$ cat src/rtl/alu_seq.sv
// Sequenced ALU: operand latches, a one-op-at-a-time FSM with an optional BCD
// adjust cycle, and registered result/flags with a one-cycle completion pulse.
module alu_seq #(
    parameter int WIDTH      = 8,
    parameter int DECIMAL_EN = 1
) (
    input  logic             clk,
    input  logic             reset,
    input  logic             acc_to_alu_xfer,
    input  logic             db_to_alu_xfer,
    input  logic             addr_to_alu_xfer,
    input  logic [WIDTH-1:0] accumulator_in,
    input  logic [WIDTH-1:0] db_in,
    input  logic [WIDTH-1:0] address_in,
    input  logic [3:0]       op_sel,
    input  logic             op_start,
    input  logic             c_carry,
    input  logic             d_decimal,
    output logic             busy,
    output logic             result_valid,
    output logic [WIDTH-1:0] result_out,
    output logic             carry_out,
    output logic             overflow_out,
    output logic             zero_out,
    output logic             negative_out,
    output logic [WIDTH-1:0] accumulator_out,
    output logic [WIDTH-1:0] db_out,
    output logic [WIDTH-1:0] address_out
);
    localparam int NIB = WIDTH / 4;
    localparam int MSB = WIDTH - 1;

    localparam logic [3:0] OP_ADC = 4'd0, OP_SBC = 4'd1, OP_AND = 4'd2, OP_ORA = 4'd3,
                           OP_EOR = 4'd4, OP_ASL = 4'd5, OP_LSR = 4'd6, OP_ROL = 4'd7,
                           OP_ROR = 4'd8, OP_INC = 4'd9, OP_DEC = 4'd10, OP_CMP = 4'd11,
                           OP_IDX = 4'd12;

    typedef enum logic [1:0] {IDLE, EXEC, DADJ, DONE} state_t;

    state_t             state;
    logic [WIDTH-1:0]   a_reg, b_reg, c_reg;
    logic [3:0]         op_q;
    logic               cin_q, dec_q;
    logic [WIDTH-1:0]   hold_res;
    logic               hold_c, hold_v;

    logic [WIDTH:0]     sum;
    logic [WIDTH-1:0]   bin_res;
    logic               bin_c, bin_v;
    logic [NIB-1:0][3:0] dec_res;
    logic               dec_cy, dec_c, dec_sub;
    logic               go_dadj;

    assign accumulator_out = a_reg;
    assign db_out          = b_reg;
    assign address_out     = c_reg;

    // One BCD digit: returns {carry/borrow out, corrected digit}.
    function automatic logic [4:0] bcd_nib(input logic [3:0] a, input logic [3:0] b,
                                           input logic sub, input logic ci);
        logic [4:0] t;
        logic [3:0] d;
        logic       co;
        if (sub) begin
            t  = {1'b0, a} - {1'b0, b} - {4'b0, ci};
            co = t[4];
            d  = co ? t[3:0] - 4'd6 : t[3:0];
        end else begin
            t  = {1'b0, a} + {1'b0, b} + {4'b0, ci};
            co = (t > 5'd9);
            d  = co ? t[3:0] + 4'd6 : t[3:0];
        end
        return {co, d};
    endfunction

    always_comb begin
        sum     = '0;
        bin_res = a_reg;
        bin_c   = cin_q;
        bin_v   = 1'b0;
        case (op_q)
            OP_ADC: begin
                sum     = {1'b0, a_reg} + {1'b0, b_reg} + {{WIDTH{1'b0}}, cin_q};
                bin_res = sum[MSB:0];
                bin_c   = sum[WIDTH];
                bin_v   = (a_reg[MSB] == b_reg[MSB]) && (sum[MSB] != a_reg[MSB]);
            end
            OP_SBC: begin
                sum     = {1'b0, a_reg} + {1'b0, ~b_reg} + {{WIDTH{1'b0}}, cin_q};
                bin_res = sum[MSB:0];
                bin_c   = sum[WIDTH];
                bin_v   = (a_reg[MSB] != b_reg[MSB]) && (sum[MSB] != a_reg[MSB]);
            end
            OP_AND: bin_res = a_reg & b_reg;
            OP_ORA: bin_res = a_reg | b_reg;
            OP_EOR: bin_res = a_reg ^ b_reg;
            OP_ASL: begin bin_res = {b_reg[MSB-1:0], 1'b0};  bin_c = b_reg[MSB]; end
            OP_LSR: begin bin_res = {1'b0, b_reg[MSB:1]};    bin_c = b_reg[0];   end
            OP_ROL: begin bin_res = {b_reg[MSB-1:0], cin_q}; bin_c = b_reg[MSB]; end
            OP_ROR: begin bin_res = {cin_q, b_reg[MSB:1]};   bin_c = b_reg[0];   end
            OP_INC: bin_res = b_reg + {{(WIDTH-1){1'b0}}, 1'b1};
            OP_DEC: bin_res = b_reg - {{(WIDTH-1){1'b0}}, 1'b1};
            OP_CMP: begin
                sum     = {1'b0, a_reg} + {1'b0, ~b_reg} + {{WIDTH{1'b0}}, 1'b1};
                bin_res = sum[MSB:0];
                bin_c   = sum[WIDTH];
            end
            OP_IDX: begin
                sum     = {1'b0, c_reg} + {1'b0, b_reg};
                bin_res = sum[MSB:0];
                bin_c   = sum[WIDTH];
            end
            default: ;
        endcase
    end

    // Decimal chain runs per digit from the latched operands; SBC ripples a borrow.
    always_comb begin
        dec_sub = (op_q == OP_SBC);
        dec_cy  = dec_sub ? ~cin_q : cin_q;
        dec_res = '0;
        for (int i = 0; i < NIB; i++) begin
            {dec_cy, dec_res[i]} = bcd_nib(a_reg[4*i +: 4], b_reg[4*i +: 4], dec_sub, dec_cy);
        end
        dec_c = dec_sub ? ~dec_cy : dec_cy;
    end

    assign go_dadj = (DECIMAL_EN != 0) && dec_q && ((op_q == OP_ADC) || (op_q == OP_SBC));

    always_ff @(posedge clk or posedge reset) begin
        if (reset) begin
            state        <= IDLE;
            a_reg        <= '0;
            b_reg        <= '0;
            c_reg        <= '0;
            op_q         <= '0;
            cin_q        <= 1'b0;
            dec_q        <= 1'b0;
            hold_res     <= '0;
            hold_c       <= 1'b0;
            hold_v       <= 1'b0;
            result_out   <= '0;
            carry_out    <= 1'b0;
            overflow_out <= 1'b0;
            zero_out     <= 1'b0;
            negative_out <= 1'b0;
            busy         <= 1'b0;
            result_valid <= 1'b0;
        end else begin
            result_valid <= 1'b0;
            case (state)
                IDLE, DONE: begin
                    if (state == DONE) begin
                        result_out   <= hold_res;
                        carry_out    <= hold_c;
                        overflow_out <= hold_v;
                        zero_out     <= (hold_res == '0);
                        negative_out <= hold_res[MSB];
                        result_valid <= 1'b1;
                    end
                    if (acc_to_alu_xfer)  a_reg <= accumulator_in;
                    if (db_to_alu_xfer)   b_reg <= db_in;
                    if (addr_to_alu_xfer) c_reg <= address_in;
                    if (op_start) begin
                        op_q  <= op_sel;
                        cin_q <= c_carry;
                        dec_q <= d_decimal;
                        busy  <= 1'b1;
                        state <= EXEC;
                    end else begin
                        state <= IDLE;
                    end
                end
                EXEC: begin
                    hold_res <= bin_res;
                    hold_c   <= bin_c;
                    hold_v   <= bin_v;
                    if (go_dadj) begin
                        state <= DADJ;
                    end else begin
                        state <= DONE;
                        busy  <= 1'b0;
                    end
                end
                DADJ: begin
                    // V stays from the binary sum; only result and carry are adjusted.
                    hold_res <= dec_res;
                    hold_c   <= dec_c;
                    state    <= DONE;
                    busy     <= 1'b0;
                end
                default: state <= IDLE;
            endcase
        end
    end
endmodule

$ cat config.mk
export PLATFORM = sky130hd
export DESIGN_NAME = alu_seq
export DESIGN_NICKNAME = d
export VERILOG_FILES = /design/src/rtl/alu_seq.sv
export SDC_FILE = /design/constraint.sdc
export NUM_CORES = 1
export LEC_CHECK = 0
export CAP_MARGIN = 20
export CORE_MARGIN = 2
export CORE_UTILIZATION = 31
export CTS_CLUSTER_DIAMETER = 100
export DETAILED_ROUTE_END_ITERATION = 6
export GPL_TIMING_DRIVEN = 0
export PLACE_DENSITY = 0.57
export RECOVER_POWER = 25
export SETUP_SLACK_MARGIN = 0.05
export SYNTH_ARGS = -nofsm -noshare
export SYNTH_HDL_FRONTEND = slang
export SYNTH_SLANG_ARGS = --single-unit
$ cat constraint.sdc
create_clock -name clk -period 6.3 [get_ports clk]
set_input_delay 0.945 -clock clk [delete_from_list [all_inputs] [get_ports clk]]
set_output_delay 0.945 -clock clk [all_outputs]
set_load 0.005 [all_outputs]
## Word-level counts from Yosys, hierarchy flattened

Index checks and enable logic that the tools add are counted.

| word-level totals | value |
|---|---|
| bits in registers | 56 |
| input bits | 36 |
| output and inout port bits | 38 |
| word-level logic and storage cells | 106 |

| cells by class | value |
|---|---|
| add/sub/neg operators | 20 |
| order comparisons | 2 |
| equality and inequality tests | 21 |
| multiplexer cells | 23 |
| bitwise gates (word level) | 6 |
| reduce and logical (&&, ||, !) cells | 17 |

Operator list:

| kind | count |
|---|---|
| $pmux W8 S13 | 1 |
| $add A8 B8 Y9 | 3 |
| $mux W4 | 6 |
| $eq A4 B4 Y1 const B | 5 |
| $add A9 B1 Y9 | 2 |
| $eq A4 B3 Y1 const B | 4 |
| $pmux W8 S2 | 1 |
| $reduce_and A2 Y1 | 6 |
| $add A4 B4 Y5 | 2 |
| $add A5 B1 Y5 | 2 |
| $gt A5 B4 Y1 const B | 2 |
| $mux W1 | 10 |
| $sub A4 B4 Y5 | 2 |
| $sub A5 B1 Y5 | 2 |
| $add A9 B1 Y9 const B | 1 |
| $add A4 B3 Y4 const B | 2 |
| $add A8 B1 Y8 const B | 1 |
| $and A8 B8 Y8 | 1 |
| $eq A4 B2 Y1 const B | 2 |
| $logic_not A8 Y1 | 1 |
| $not A8 Y8 | 1 |
| $or A8 B8 Y8 | 1 |
| $sub A4 B3 Y4 const B | 2 |
| $sub A8 B1 Y8 const B | 1 |
| 18 further kinds | 28 |

## Longest topological paths before layout

| logic depth | value |
|---|---|
| depth in word-level cells | 11 |
| mapped depth | 28 |
| gate-level depth less buffers | 26 |

## Least setup slack after synthesis

Ideal clock, no wire load.

| path | value |
|---|---|
| kind | register to register |
| start | register op_q[0] |
| end | register hold_res[5] |
| setup time | 0.138 ns |
| arrival time | 5.650 ns |
| required time | 6.162 ns |
| path slack | 0.512 ns |
| stages on the path, launching flop included | 28 |
| clock period less this slack | 5.788 ns |
| path through | dfrtp_1 > clkbuf_1 > nand2b_1 > nor3_1 > clkbuf_1 > xnor2_1 > inv_1 > fa_1 > inv_1 > fa_1 > inv_1 > ha_1 > a21oi_1 > a21boi_0 > mux2i_1 > inv_1 > fa_1 > inv_1 > fa_1 > xor2_1 > inv_1 > ha_1 > a2111oi_0 > nor2b_1 > xnor2_1 > nor2_1 > o21ai_0 > o221ai_1 |

| between the ends | value |
|---|---|
| word-level cells in the longest chain between the ends | 10 |

Ends and longest elaborated chain:

| element | RTL line | text |
|---|---|---|
| from (decl) | 42 | `logic [3:0] op_q;` |
| from (signal assigned) | 165 | `op_q <= op_sel;` |
| $eq A4 B1 Y1 | - |  |
| $mux W1 | 120 | `dec_cy = dec_sub ? ~cin_q : cin_q;` |
| $add A5 B1 Y5 | 69 | `t = {1'b0, a} + {1'b0, b} + {4'b0, ci};` |
| $gt A5 B4 Y1 | 70 | `co = (t > 5'd9);` |
| $mux W1 | 64 | `if (sub) begin` |
| $add A5 B1 Y5 / $sub A5 B1 Y5 (equally long branches) | 69, 65 |  |
| $add A4 B3 Y4 (tied with other cells) | 71 | `d = co ? t[3:0] + 4'd6 : t[3:0];` |
| $mux W4, on equally long branches | 71, 67 |  |
| $mux W4 | 64 |  |
| $pmux W8 S2 * | 151 | `case (state)` |
| to (signal assigned) | 175 | `hold_res <= bin_res;` |
| to (signal assigned) | 187 | `hold_res <= dec_res;` |
| to (decl) | 44 | `logic [WIDTH-1:0] hold_res;` |

Every way passes the cells marked *; elsewhere a longest branch is shown, timed or not.
A chain may end at the register's enable or synchronous reset.

## Worst setup path in the final report

| path | value |
|---|---|
| start | register op_q[0] |
| end | register hold_res[6] |

Same word-level chain as after synthesis.

==> insert_results.sql <==
INSERT INTO impl_metrics (metric_group, metric, value, unit) VALUES
('critical_path', 'r2r_end', 'hold_res[6]', ''),
('critical_path', 'setup.worst_path.class', 'reg -> reg', ''),
('sta', 'period_share', '0.932', ''),
('critical_path', 'cp.depth', '28', ''),
('logic_synthesis', 'synth-async-reset-ratio', '1.00', ''),
('critical_path', 'critPathLaunch', 'op_q[0]', ''),
('global_routing', 'grt_pass1_wl', '29300', 'µm'),
('hold_path', 'worst_hold_path.num_cells', '2', ''),
('critical_path', 'cpLargestDelayFamily', 'adder cells', ''),
('critical_path', 'path_common_cell', 'sky130_fd_sc_hd__inv_1', ''),
('clock_network', 'postCtsHoldBufs', '0', ''),
('critical_path', 'regToRegStartpoint', 'op_q[0]', ''),
('route', 'drt.antenna.violating_nets', '0', ''),
('global_routing', 'globalRouteOverflowTotal', '0', ''),
('clock_network', 'tritoncts_num_sinks', '55', ''),
('critical_path', 'cp_data_arrival_time', '6.11', 'ns'),
('placed_design', 'placed_cell_area', '0.00678', 'mm²'),
('outcome', 'violations', 'design-rule violations, max-capacitance violations, max-slew violations', ''),
('layout', 'synthesis_to_layout_area_growth', '22.4', '%'),
('critical_path', 'critPathCaptureType', 'flip-flop', ''),
('die', 'top_level_ports', '74', ''),
('clock_network', 'cts.path.max_buffers', '2', ''),
('global_routing', 'maximum_number_of_pins_on_one_net_before_global_route_repair', '37', ''),
('logic_synthesis', 'synth-edff-count', '0', ''),
('logic_synthesis', 'synth_area_per_cell', '8.83', 'µm²'),
('route', 'route.vias.total', '5318', ''),
('die', 'rows', '49', ''),
('layout', 'insertedDiodeCount', '0', ''),
('route', 'remaining_drc_errors', '2', ''),
('flow_run', 'maxCapViolCount', '1', ''),
('route', 'wire_per_inst', '18.8', 'µm'),
('die', 'core', '0.0181', 'mm²'),
('sta', 'timing.final.crit_period', '5.87', 'ns'),
('sta', 'fmax', '170', 'MHz'),
('hold_path', 'worst_hold_path_type', 'reg -> reg', ''),
('die', 'floorplan.initialDensity', '0.317', ''),
('critical_path', 'startpoint_type', 'flip-flop', ''),
('clock_network', 'clk-insertion-delay-late', '0.31', 'ns'),
('die', 'die_width', '140', 'µm'),
('logic_synthesis', 'syn_nets', '761', ''),
('layout', 'layout.cells.most_common_list', 'sky130_fd_sc_hd__clkdlybuf4s50_1 (72), sky130_fd_sc_hd__ha_1 (61), sky130_fd_sc_hd__dfrtp_1 (55)', ''),
('logic_synthesis', 'syn_inst', '650', ''),
('critical_path', 'r2r_setup_slack', '0.43', 'ns'),
('critical_path', 'critPathRequiredTime', '6.54', 'ns'),
('logic_synthesis', 'synth.lib_cells_used.distinct', '66', ''),
('layout', 'finish.net_count', '847', ''),
('sta', 'worstMarginPinSlew', '2.10', 'ns'),
('layout', 'fillCellCount', '1835', ''),
('sta', 'maxSlewViolCount', '37', ''),
('placed_design', 'dp_hpwl', '14200', 'µm'),
('logic_synthesis', 'synthFlopType', 'sky130_fd_sc_hd__dfrtp_1', ''),
('placed_design', 'io_buffer_count', '73', ''),
('sta', 'finalClockSkew', '0.00563', 'ns'),
('sta', 'report.final.setup_viol', '0', ''),
('hold_path', 'holdCritStartpoint', 'hold_v', ''),
('global_routing', 'antenna_violations_before_repair', '0', ''),
('route', 'firstDrtPassIters', '7', ''),
('placed_design', 'gp_routability_congestion', '0.971', ''),
('sta', 'final-hold-violation-count', '0', ''),
('clock_network', 'cts_tree', 'built', ''),
('critical_path', 'slowest_delay', '0.46', 'ns'),
('route', 'drt-initial-drc-count', '514', ''),
('die', 'dieHeight', '140', 'µm'),
('layout', 'fin_area', '0.00702', 'mm²'),
('critical_path', 'critical_path.n_buffers_inverters', '8', ''),
('layout', 'commonest_non_fill_non_tap_cell_in_the_layout', 'sky130_fd_sc_hd__clkdlybuf4s50_1', ''),
('outcome', 'run_status', 'finished, violations left', ''),
('critical_path', 'crit_fanout', '10', ''),
('sta', 'maxSlewHeadroom', '-0.400', ''),
('critical_path', 'critical_path.endpoint', 'hold_res[6]', ''),
('clock_network', 'cts.reportedPaths.clkPinSlew', '0.08', 'ns');
==> sequential cells by signal (all words and copies together), names as in the netlist, 2 cells and up <==
name and flops:
address_out 8, db_out 8, result_out 8, hold_res 8, op_q 4, state 2, accumulator_out 8
==> tightest hold or removal path: stages (launching register included) <==
cell                      delay [ns]
sky130_fd_sc_hd__dfrtp_1        0.35
sky130_fd_sc_hd__nor2_1         0.05
sky130_fd_sc_hd__nor2_1         0.07
==> kinds of logic after synthesis <==
group	synth area share
fa+ha+maj	0.182
compound gates	0.214
flops	0.240
xor+xnor	0.0702
simple gates	0.141
buf+inv	0.0584
mux	0.0951
==> metal layers <==
layer | global-route usage | part of all wire | vias to the layer above
met4 | 0.0585 | 0.027 | 0
met1 | 0.263 | 0.45 | 2534
li1 | - | - | 2526
met2 | 0.302 | 0.45 | 222
met3 | 0.0304 | 0.074 | 36
met5 | 0 | 0 | -
==> worst min path at each step <==
stage,endpoint,slack [ns]
finish,hold_v,0.50
global route,result_out[5],0.53
CTS,result_out[2],0.52
detailed placement,hold_v,0.50
global placement,hold_v,0.48
floorplan,hold_v,0.46
==> synth_stat cells (13+ instances only) <==
master | n | area (µm²)
sky130_fd_sc_hd__clkbuf_1 | 14 | 52.6
sky130_fd_sc_hd__inv_1 | 46 | 173
sky130_fd_sc_hd__nand2_1 | 46 | 173
sky130_fd_sc_hd__xnor2_1 | 34 | 298
sky130_fd_sc_hd__a21oi_1 | 35 | 175
sky130_fd_sc_hd__dfrtp_1 | 55 | 1380
sky130_fd_sc_hd__nor3_1 | 15 | 75.1
sky130_fd_sc_hd__nor2_1 | 33 | 124
sky130_fd_sc_hd__o21ai_0 | 49 | 245
sky130_fd_sc_hd__fa_1 | 14 | 280
sky130_fd_sc_hd__a31oi_1 | 13 | 81.3
sky130_fd_sc_hd__mux2_2 | 44 | 495
sky130_fd_sc_hd__ha_1 | 61 | 763
==> through the flow <==
stage	util	hold slack (ns)	setup TNS, ns	std cells	setup WS [ns]
after floorplan	-	0.461	0	650	0.512
after global placement	0.374	0.483	-5.79	952	-1.42
after detailed placement	0.375	0.500	-3.59	954	-0.992
after CTS	0.387	0.518	0	962	0.0877
after global routing	0.388	0.528	0	966	0.00816
final	0.388	0.504	0	966	0.429
==> layout make-up <==
type	count	area, µm²	area share
plain buffers	30	171	0.0244
clock buffers	5	125	0.0178
clock inverters	3	67.6	0.00962
inverters	46	173	0.0246
multi-input cells	519	4060	0.577
flip-flops and latches	55	1380	0.196
well taps	229	287	0.0408
repair buffers	79	769	0.110
==> timing repair <==
action	CTS	global route
buffers inserted	0	4
pin swaps	0	1
endpoints found under the setup margin	5	4
resized for setup	8	5
Power is not shown: default switching activity piles up to over one toggle a cycle in this logic, so the estimate is an artifact.
